$ cat config.mk
export PLATFORM = sky130hd
export DESIGN_NAME = alu_control
export DESIGN_NICKNAME = d
export VERILOG_FILES = /design/src/rtl/alu_control.sv
export SDC_FILE = /design/constraint.sdc
export NUM_CORES = 1
export LEC_CHECK = 0
export ABC_AREA = 1
export CAP_MARGIN = 20
export CORE_AREA = 2 2 67 43
export CTS_BUF_LIST = sky130_fd_sc_hd__clkbuf_8
export DETAILED_ROUTE_END_ITERATION = 7
export DIE_AREA = 0 0 69 45
export MAX_ROUTING_LAYER = met4
export PLACE_DENSITY = 0.71
export SLEW_MARGIN = 5
export SYNTH_ARGS = -nofsm -noshare
export SYNTH_HDL_FRONTEND = slang
export SYNTH_SLANG_ARGS = --single-unit
$ cat constraint.sdc
create_clock -name clk -period 2.79 [get_ports clk]
set_input_delay 0.558 -clock clk [delete_from_list [all_inputs] [get_ports clk]]
set_output_delay 0.558 -clock clk [all_outputs]
set_load 0.02 [all_outputs]
$ cat src/rtl/alu_control.sv
// ALU control unit: decodes the funct field into per-unit operation codes and
// sequences the 32-cycle unsigned multiply, holding off new instructions meanwhile.
module alu_control #(
  parameter logic [5:0] AND   = 6'd36,
  parameter logic [5:0] OR    = 6'd37,
  parameter logic [5:0] ADD   = 6'd32,
  parameter logic [5:0] SUB   = 6'd34,
  parameter logic [5:0] SLT   = 6'd42,
  parameter logic [5:0] SRL   = 6'd2,
  parameter logic [5:0] MULTU = 6'd25,
  parameter logic [5:0] MFHI  = 6'd16,
  parameter logic [5:0] MFLO  = 6'd18
) (
  input  logic       clk,
  input  logic       reset,
  input  logic [5:0] Signal,
  output logic [5:0] SignaltoALU,
  output logic [5:0] SignaltoSHT,
  output logic [5:0] SignaltoMUL,
  output logic [5:0] SignaltoMUX,
  output logic       busy,
  output logic       done
);

  typedef enum logic [1:0] {IDLE, MULT, FIN} state_t;

  state_t     state, nextState;
  logic [4:0] count, nextCount;
  logic [5:0] nextAlu, nextSht, nextMul, nextMux;
  logic       nextBusy, nextDone;

  always_ff @(posedge clk) begin
    if (reset) begin
      state       <= IDLE;
      count       <= 5'd0;
      SignaltoALU <= 6'd0;
      SignaltoSHT <= 6'd0;
      SignaltoMUL <= 6'd0;
      SignaltoMUX <= 6'd0;
      busy        <= 1'b0;
      done        <= 1'b0;
    end else begin
      state       <= nextState;
      count       <= nextCount;
      SignaltoALU <= nextAlu;
      SignaltoSHT <= nextSht;
      SignaltoMUL <= nextMul;
      SignaltoMUX <= nextMux;
      busy        <= nextBusy;
      done        <= nextDone;
    end
  end

  // Signal is only looked at in IDLE; anything arriving during a multiply is dropped.
  always_comb begin
    nextState = state;
    nextCount = count;
    nextAlu   = 6'd0;
    nextSht   = 6'd0;
    nextMul   = 6'd0;
    nextMux   = 6'd0;
    nextBusy  = 1'b0;
    nextDone  = 1'b0;
    case (state)
      IDLE: begin
        case (Signal)
          AND, OR, ADD, SUB, SLT: begin
            nextAlu = Signal;
            nextMux = Signal;
          end
          SRL: begin
            nextSht = SRL;
            nextMux = SRL;
          end
          MFHI, MFLO: nextMux = Signal;
          MULTU: begin
            nextState = MULT;
            nextCount = 5'd0;
            nextMul   = MULTU;
            nextBusy  = 1'b1;
          end
          default: ;
        endcase
      end
      MULT: begin
        nextCount = count + 5'd1;
        nextBusy  = 1'b1;
        if (count == 5'd31) begin
          nextState = FIN;
          nextDone  = 1'b1;
        end else begin
          nextMul = MULTU;
        end
      end
      FIN: nextState = IDLE;
      default: nextState = IDLE;
    endcase
  end

endmodule

Yosys cells after proc, flatten, opt, wreduce, memory -nomap -nowiden
Index checks and enable logic that the tools add are counted.
Storage, ports and cells
  word-level logic and storage cells: 47
  memories: 0
  latch bits: 0
  output and inout port bits: 26
  RAM bits: 0
  ROM bits: 0
  register bits: 33
Cells by class
  shifts and indexed selects: 0
  add/sub/neg operators: 1
  $mul: 0
  reduce and logical (&&, ||, !) cells: 9
  muxes and demuxes: 13
  magnitude comparators: 0
  equal/unequal tests: 13
  bitwise operators: 3
  divide/modulo/power cells: 0
Operators with widths (number)
  $eq 6x6->1 const B: 5
  $pmux 5 s2: 2
  $eq 6x5->1 const B: 3
  $mux 5: 3
  $pmux 6 s2: 1
  $reduce_or 7->1: 1
  $eq 6x2->1 const B: 1
  $mux 2: 3
  $add 5x1->5 const B: 1
  $eq 5x5->1 const B: 1
  $reduce_or 5->1: 1
  $pmux 2 s2: 1
  $reduce_and 2->1: 2
  $reduce_or 2->1: 2
  $not 1->1: 3
  $reduce_or 3->1: 1
  $eq 2x1->1 const B: 1
  $logic_not 2->1: 1
  $mux 1: 2
  $ne 2x1->1 const B: 1
  $ne 2x2->1 const B: 1
  $pmux 1 s2: 1
  $reduce_bool 2->1: 1

Depth between registers and ports, before layout
Gate-level depths: netlist of the first run.
  word-level depth: 4
  depth in mapped cells: 7

Least setup slack after synthesis of the first run
Ideal clock, no wire load.
  kind: input to register
  from: input port reset
  to: register SignaltoMUX[2]
  path slack: 1.585 ns
  path buffers: 1
  cell stages on the path: 5
  arrival: 1.090 ns
  library setup time: 0.116 ns
  required time: 2.674 ns
  cell sequence: buf_2 -> inv_2 -> nand2_2 -> inv_2 -> and3_1
Between the ends
  longest elaborated chain between the ends: 1
Ends and longest elaborated chain
  start, declared: line 15  | input logic reset,
  $reduce_or 2->1 (no line)
  end signal, assigned: line 48  | SignaltoMUX <= nextMux;
  end, declared: line 20  | output logic [5:0] SignaltoMUX,
No other way between the ends.
A chain may end at the register's enable or synchronous reset.

==> results of run 1 <==
[power by group]
group | switching, mW | internal, mW | total [mW] | leakage (nW)
clock | 0.101 | 0.0982 | 0.199 | 0.0269
sequential | 0.00170 | 0.333 | 0.334 | 0.186
combinational | 0.0434 | 0.0235 | 0.0669 | 0.319
[path summary, 6_finish.rpt]
check / depth (start not counted) / to / start
setup reg to reg: 7 / SignaltoMUL[3]$_SDFF_PP0_ / count[0]$_SDFFE_PP0P_
hold reg to reg: 2 / count[3]$_SDFFE_PP0P_ / count[3]$_SDFFE_PP0P_
setup / recovery: 1 / SignaltoMUL[0] / SignaltoMUL[3]$_SDFF_PP0_
hold / removal: 2 / count[3]$_SDFFE_PP0P_ / count[3]$_SDFFE_PP0P_
[worst reg2reg max path, cell delays in order, from the launching register on]
cell	delay, ps
sky130_fd_sc_hd__dfxtp_1	370
sky130_fd_sc_hd__ha_1	220
sky130_fd_sc_hd__nand2_1	80
sky130_fd_sc_hd__nor2_1	50
sky130_fd_sc_hd__ha_1	170
sky130_fd_sc_hd__inv_1	80
sky130_fd_sc_hd__nand2_1	70
sky130_fd_sc_hd__a21oi_1	190
[cells in the mapped netlist]
library cell               count  area, µm²
sky130_fd_sc_hd__a21oi_1       6       30.0
sky130_fd_sc_hd__and3_1        2       12.5
sky130_fd_sc_hd__buf_2         1       5.00
sky130_fd_sc_hd__buf_4        10       75.1
sky130_fd_sc_hd__conb_1        1       3.75
sky130_fd_sc_hd__dfxtp_1      23        460
sky130_fd_sc_hd__ha_1          2       25.0
sky130_fd_sc_hd__inv_1         8       30.0
sky130_fd_sc_hd__inv_2         9       33.8
sky130_fd_sc_hd__nand2_1      13       48.8
sky130_fd_sc_hd__nand2_2       3       18.8
sky130_fd_sc_hd__nand3_1       9       45.0
sky130_fd_sc_hd__nand3_2       1       10.0
sky130_fd_sc_hd__nand4_1       3       18.8
sky130_fd_sc_hd__nand4_4       1       21.3
sky130_fd_sc_hd__nor2_1       10       37.5
sky130_fd_sc_hd__nor2_2        6       37.5
sky130_fd_sc_hd__nor2_4        1       11.3
sky130_fd_sc_hd__nor3_1        3       15.0
sky130_fd_sc_hd__o21ai_1       1       5.00
sky130_fd_sc_hd__o21bai_1      1       7.51
sky130_fd_sc_hd__or2_2         1       6.26
[stage by stage]
stage | cell area, µm² | worst slack, ps | cells | util [%] | hold slack [ps]
CTS | 1240 | 998 | 173 | 50.7 | 503
global route | 1240 | 974 | 173 | 50.7 | 527
finish | 1240 | 1020 | 173 | 50.7 | 503
detailed placement | 1200 | 915 | 169 | 48.9 | 493
floorplan | 988 | 1580 | 123 | - | 464
global placement | 1200 | 954 | 169 | 48.9 | 476
[state kept, by name, indices dropped and copies added, names as in the netlist]
register	count
count	5
state	2
SignaltoMUX	6
SignaltoALU	6
done	1
SignaltoMUL	1
SignaltoSHT	1
busy	1
[layer usage]
layer,wire length [µm],GRT usage (%),part of all wire [%],up-vias
met5,0,-,0,-
met4,17,5.88,0.86,0
met3,141,4.69,7.1,2
met2,841,22.1,42,26
met1,980,18.9,49,347
li1,-,-,-,396
[kinds of logic (layout without fill, tap and decap cells)]
family	after synthesis	count (layout)	synth area share (%)
AO/OA/AOI/OAI	8	8	4.44
AND/OR/NAND/NOR	53	53	29.5
adder cells (fa/ha/maj)	2	2	2.61
buffers and inverters	28	46	15.0
other	1	9	0.391
flip-flops	23	23	48.0
[cell type report]
cell class,count,area [µm²]
Fill cell,242,1210
Sequential cell,23,460
Multi-Input combinational cell,72,384
Timing Repair Buffer,25,250
Inverter,17,63.8
Clock buffer,3,41.3
Tap cell,32,40.0
Clock inverter,1,3.75
==> results.yml, run 1 <==
clocking:
  cts_buffers: 3
  tritoncts: "yes"
  cts_setup_buffers: 0
  cts-resized-gates: 0
  holdBufCountCts: 0
  clkLatencyLatePin_ps: 260
  maximum_level_of_the_cts_h_tree: 1
  clock-root-buffer: "sky130_fd_sc_hd__clkbuf_8"
  cts.sink_count: 23
  worst_path_clk_slew_ps: 80
  cts-root-to-sink-buffers: 2
route:
  drt_drc_violations_left: 0
  sum_of_routed_wire_length_over_all_layers_um: 1980
  residual_antenna_violating_net_count_after_detailed_routing: 0
  dr.pass1.iters: 4
  drt-initial-drc-count: 49
  detail_route.vias_per_cell: 4.46
  vias: 771
  drt-wirelength-per-cell_um: 11.4
power:
  design_power_total_uw: 600
  ir_drop_v: 0.000383
  power_density_nw_per_um2: 483
  p_leak_nw: 0.532
placed_design:
  io_buffers: 25
  gp_congestion: 0.802
  place.detailed.hpwl_um: 1610
status:
  outcome: "finished clean"
setup_path:
  crit_fanout: 3
  worst-path-buf-inv: 1
  critPathLaunchType: "register"
  worst-setup-path-type: "register to output pin"
  critical_path_arrival_ps: 1220
  worst_path_max_delay_cell: "sky130_fd_sc_hd__clkdlybuf4s50_1"
  critical_path.cell_chain: "clkdlybuf4s50_1"
  slowest_delay_ps: 610
  cp-end-kind: "output pin"
  timing.critical_path.max_delay_family: "buffers and inverters"
  required_ps: 2230
  worst-r2r-setup-slack_ps: 1470
final_layout:
  area_growth_pct: 29.8
  commonest_cells_after_routing_fill_and_taps_aside: "sky130_fd_sc_hd__clkdlybuf4s50_1, sky130_fd_sc_hd__dfxtp_1, sky130_fd_sc_hd__nand2_1, sky130_fd_sc_hd__nor2_1"
  mostFrequentLayoutCell: "sky130_fd_sc_hd__clkdlybuf4s50_1"
  nNetsFinal: 152
  n_antenna_cell: 0
  drive_gt1_share_pct: 17.7
grt:
  grt_first_pass_wirelength_um: 3360
  global_route_total_usage_across_every_layer_pct: 14.8
  first_global_vias: 715
  grt_start_max_net_pins: 13
  global_route.overflow_total: 0
  antenna_found_initial: 0
synthesis:
  synth_seq_area_share_pct: 48.0
  yosys_warnings: 0
  postSynthRegisterBits: 23
  syn_inst: 115
  avgSynthCellArea_um2: 8.33
  syn-cell-area_um2: 958
  post_synth_num_cell_types: 22
timing:
  min_period_over_period_pct: 63.5
  maxSlewViolCount: 0
  setup-violations-final: 0
  timing.fmax_mhz: 564
  final_period_minus_worst_setup_slack_ps: 1770
  fin_tns_setup_ps: 0
  final.setup_skew_ps: 4.03
  hold_viol: 0
  grt_setup_unrepaired: "no"
floorplanning:
  die_height_um: 45
  die-width_um: 69
  area_of_the_core_um2: 2450
  die-area_um2: 3110
  initial_core_util_pct: 39.1
  row_count: 14
  ios: 34
worst_hold_path:
  hold_class: "register to register"
job:
  maxCapViolCount: 0
Power figures use the tool's default switching activity.
==> inputs of run 2 (changes only) <==
--- a/config.mk
+++ b/config.mk
@@ -12,7 +12,7 @@
 export DETAILED_ROUTE_END_ITERATION = 7
 export DIE_AREA = 0 0 69 45
 export MAX_ROUTING_LAYER = met4
-export PLACE_DENSITY = 0.71
+export PLACE_DENSITY = 0.73
 export SLEW_MARGIN = 5
 export SYNTH_ARGS = -nofsm -noshare
 export SYNTH_HDL_FRONTEND = slang
==> constraint.sdc (replaced) <==
create_clock -name clk -period 1.5 [get_ports clk]
set_input_delay 0.3 -clock clk [delete_from_list [all_inputs] [get_ports clk]]
set_output_delay 0.3 -clock clk [all_outputs]
set_load 0.02 [all_outputs]
==> results.yml, run 2 (synthesis gave the netlist of run 1 again) <==
status:
  outcome: "finished clean"
timing:
  final_period_minus_worst_setup_slack_ps: 1470
  worst_hold_slack_ps: 494
  grt_setup_unrepaired: "no"
  final.setup_skew_ps: 3.30
  hold_viol: 0
  setup-violations-final: 0
  maxSlewViolCount: 0
  min_period_over_period_pct: 97.7
  timing.fmax_mhz: 682
power:
  ir_drop_v: 0.000513
  power_density_nw_per_um2: 862
  p_leak_nw: 0.774
  design_power_total_mw: 1.13
route:
  drt_drc_violations_left: 0
  sum_of_routed_wire_length_over_all_layers_um: 1900
  maxUsedRoutingLayer: "met4"
  residual_antenna_violating_net_count_after_detailed_routing: 0
  detail_route.vias_per_cell: 4.41
  met2_length_um: 813
  vias: 790
  drt-initial-drc-count: 33
  met3_wirelength_um: 104
  drt-wirelength-per-cell_um: 10.6
  drt-met1-wl_um: 968
  dr.pass1.iters: 4
setup_path:
  worst-r2r-setup-slack_ps: 170
  required_ps: 1200
  crit_fanout: 1
  worst-setup-path-type: "register to output pin"
  cp-end-kind: "output pin"
  worst_path_max_delay_cell: "sky130_fd_sc_hd__clkdlybuf4s50_1"
  timing.critical_path.max_delay_family: "buffers and inverters"
  slowest_delay_ps: 590
  critical_path_arrival_ps: 1170
  critPathLaunchType: "register"
  critical_path.cell_chain: "clkdlybuf4s50_1"
  worst-path-buf-inv: 1
placed_design:
  post_place_instance_area_um2: 1240
  numPlacedInstances: 175
  place.detailed.hpwl_um: 1540
  gp_congestion: 0.853
  io_buffers: 25
floorplanning:
  die-area_um2: 3110
  area_of_the_core_um2: 2450
  die-width_um: 69
  ios: 34
  row_count: 14
  initial_core_util_pct: 39.1
  die_height_um: 45
final_layout:
  nNetsFinal: 158
  design_area_um2: 1310
  largestRegisters: "SignaltoALU: 6 flops, SignaltoMUX: 6 flops, count: 5 flops"
  mostFrequentLayoutCell: "sky130_fd_sc_hd__dfxtp_1"
  area_growth_pct: 36.8
  n_antenna_cell: 0
  finish.cell_count_without_fillers: 179
  final_util_pct: 53.5
  commonest_cells_after_routing_fill_and_taps_aside: "sky130_fd_sc_hd__dfxtp_1, sky130_fd_sc_hd__nand2_1, sky130_fd_sc_hd__dlymetal6s2s_1, sky130_fd_sc_hd__nor2_1"
  fillCellCount: 228
  drive_gt1_share_pct: 21.8
clocking:
  cts.sink_count: 23
  tritoncts: "yes"
  cts_buffers: 3
  clock-root-buffer: "sky130_fd_sc_hd__clkbuf_8"
  worst_path_clk_slew_ps: 80
  cts_setup_buffers: 0
  cts-root-to-sink-buffers: 2
  clkLatencyLatePin_ps: 260
  maximum_level_of_the_cts_h_tree: 1
job:
  maxCapViolCount: 0
grt:
  first_global_vias: 673
  grt_start_max_net_pins: 14
  grt_first_pass_wirelength_um: 3060
  antenna_found_initial: 0
  global_route_total_usage_across_every_layer_pct: 13.3
  global_route.overflow_total: 0
worst_hold_path:
  hold_class: "register to register"
[run 2: changes by cell type in the layout (fill, tap and decap cells not counted)]
cell                              delta
sky130_fd_sc_hd__buf_4               +6
sky130_fd_sc_hd__clkdlybuf4s50_1    -16
sky130_fd_sc_hd__clkinv_2            +1
sky130_fd_sc_hd__dlygate4sd2_1       +5
sky130_fd_sc_hd__dlymetal6s2s_1     +11
sky130_fd_sc_hd__inv_1               -1
[run 2: power by group]
| part | leakage, nW | switching [mW] | internal [mW] |
|---|---|---|---|
| sequential | 0.186 | 0.00259 | 0.619 |
| combinational | 0.563 | 0.0812 | 0.0498 |
| clock | 0.0255 | 0.193 | 0.185 |
[run 2: layout make-up]
type	instances	area, µm²	share of cell area [%]
clock buffers	3	41.3	3.15
multi-input cells	72	384	29.3
clock inverters	1	5.00	0.382
repair buffers	31	317	24.1
flip-flops and latches	23	460	35.1
well taps	32	40.0	3.05
inverters	17	63.8	4.87
[run 2: routing by layer]
metal / global-route usage [%] / up-vias
met5: - / -
li1: - / 409
met3: 4.02 / 2
met1: 17.7 / 353
met2: 20.6 / 26
met4: 2.35 / 0
[run 2: final timing paths]
path | from | cells after the start | to
max | SignaltoMUX[5]$_SDFF_PP0_ | 1 | SignaltoMUX[5]
min | count[4]$_SDFFE_PP0P_ | 2 | count[4]$_SDFFE_PP0P_
max reg2reg | count[0]$_SDFFE_PP0P_ | 7 | SignaltoMUL[3]$_SDFF_PP0_
min reg2reg | count[4]$_SDFFE_PP0P_ | 2 | count[4]$_SDFFE_PP0P_
[run 2: what timing repair did]
item                       CTS  global route
setup endpoints to repair    5            11
hold buffers                 0             0
resized for setup            5            11
[run 2: through the flow]
stage / TNS [ps] / setup slack, ps
after CTS: 0 / 2.58
after global routing: 0 / 9.59
after floorplan: 0 / 372
after global placement: -47.5 / -41.6
final: 0 / 34.8
after detailed placement: -68.5 / -61.0
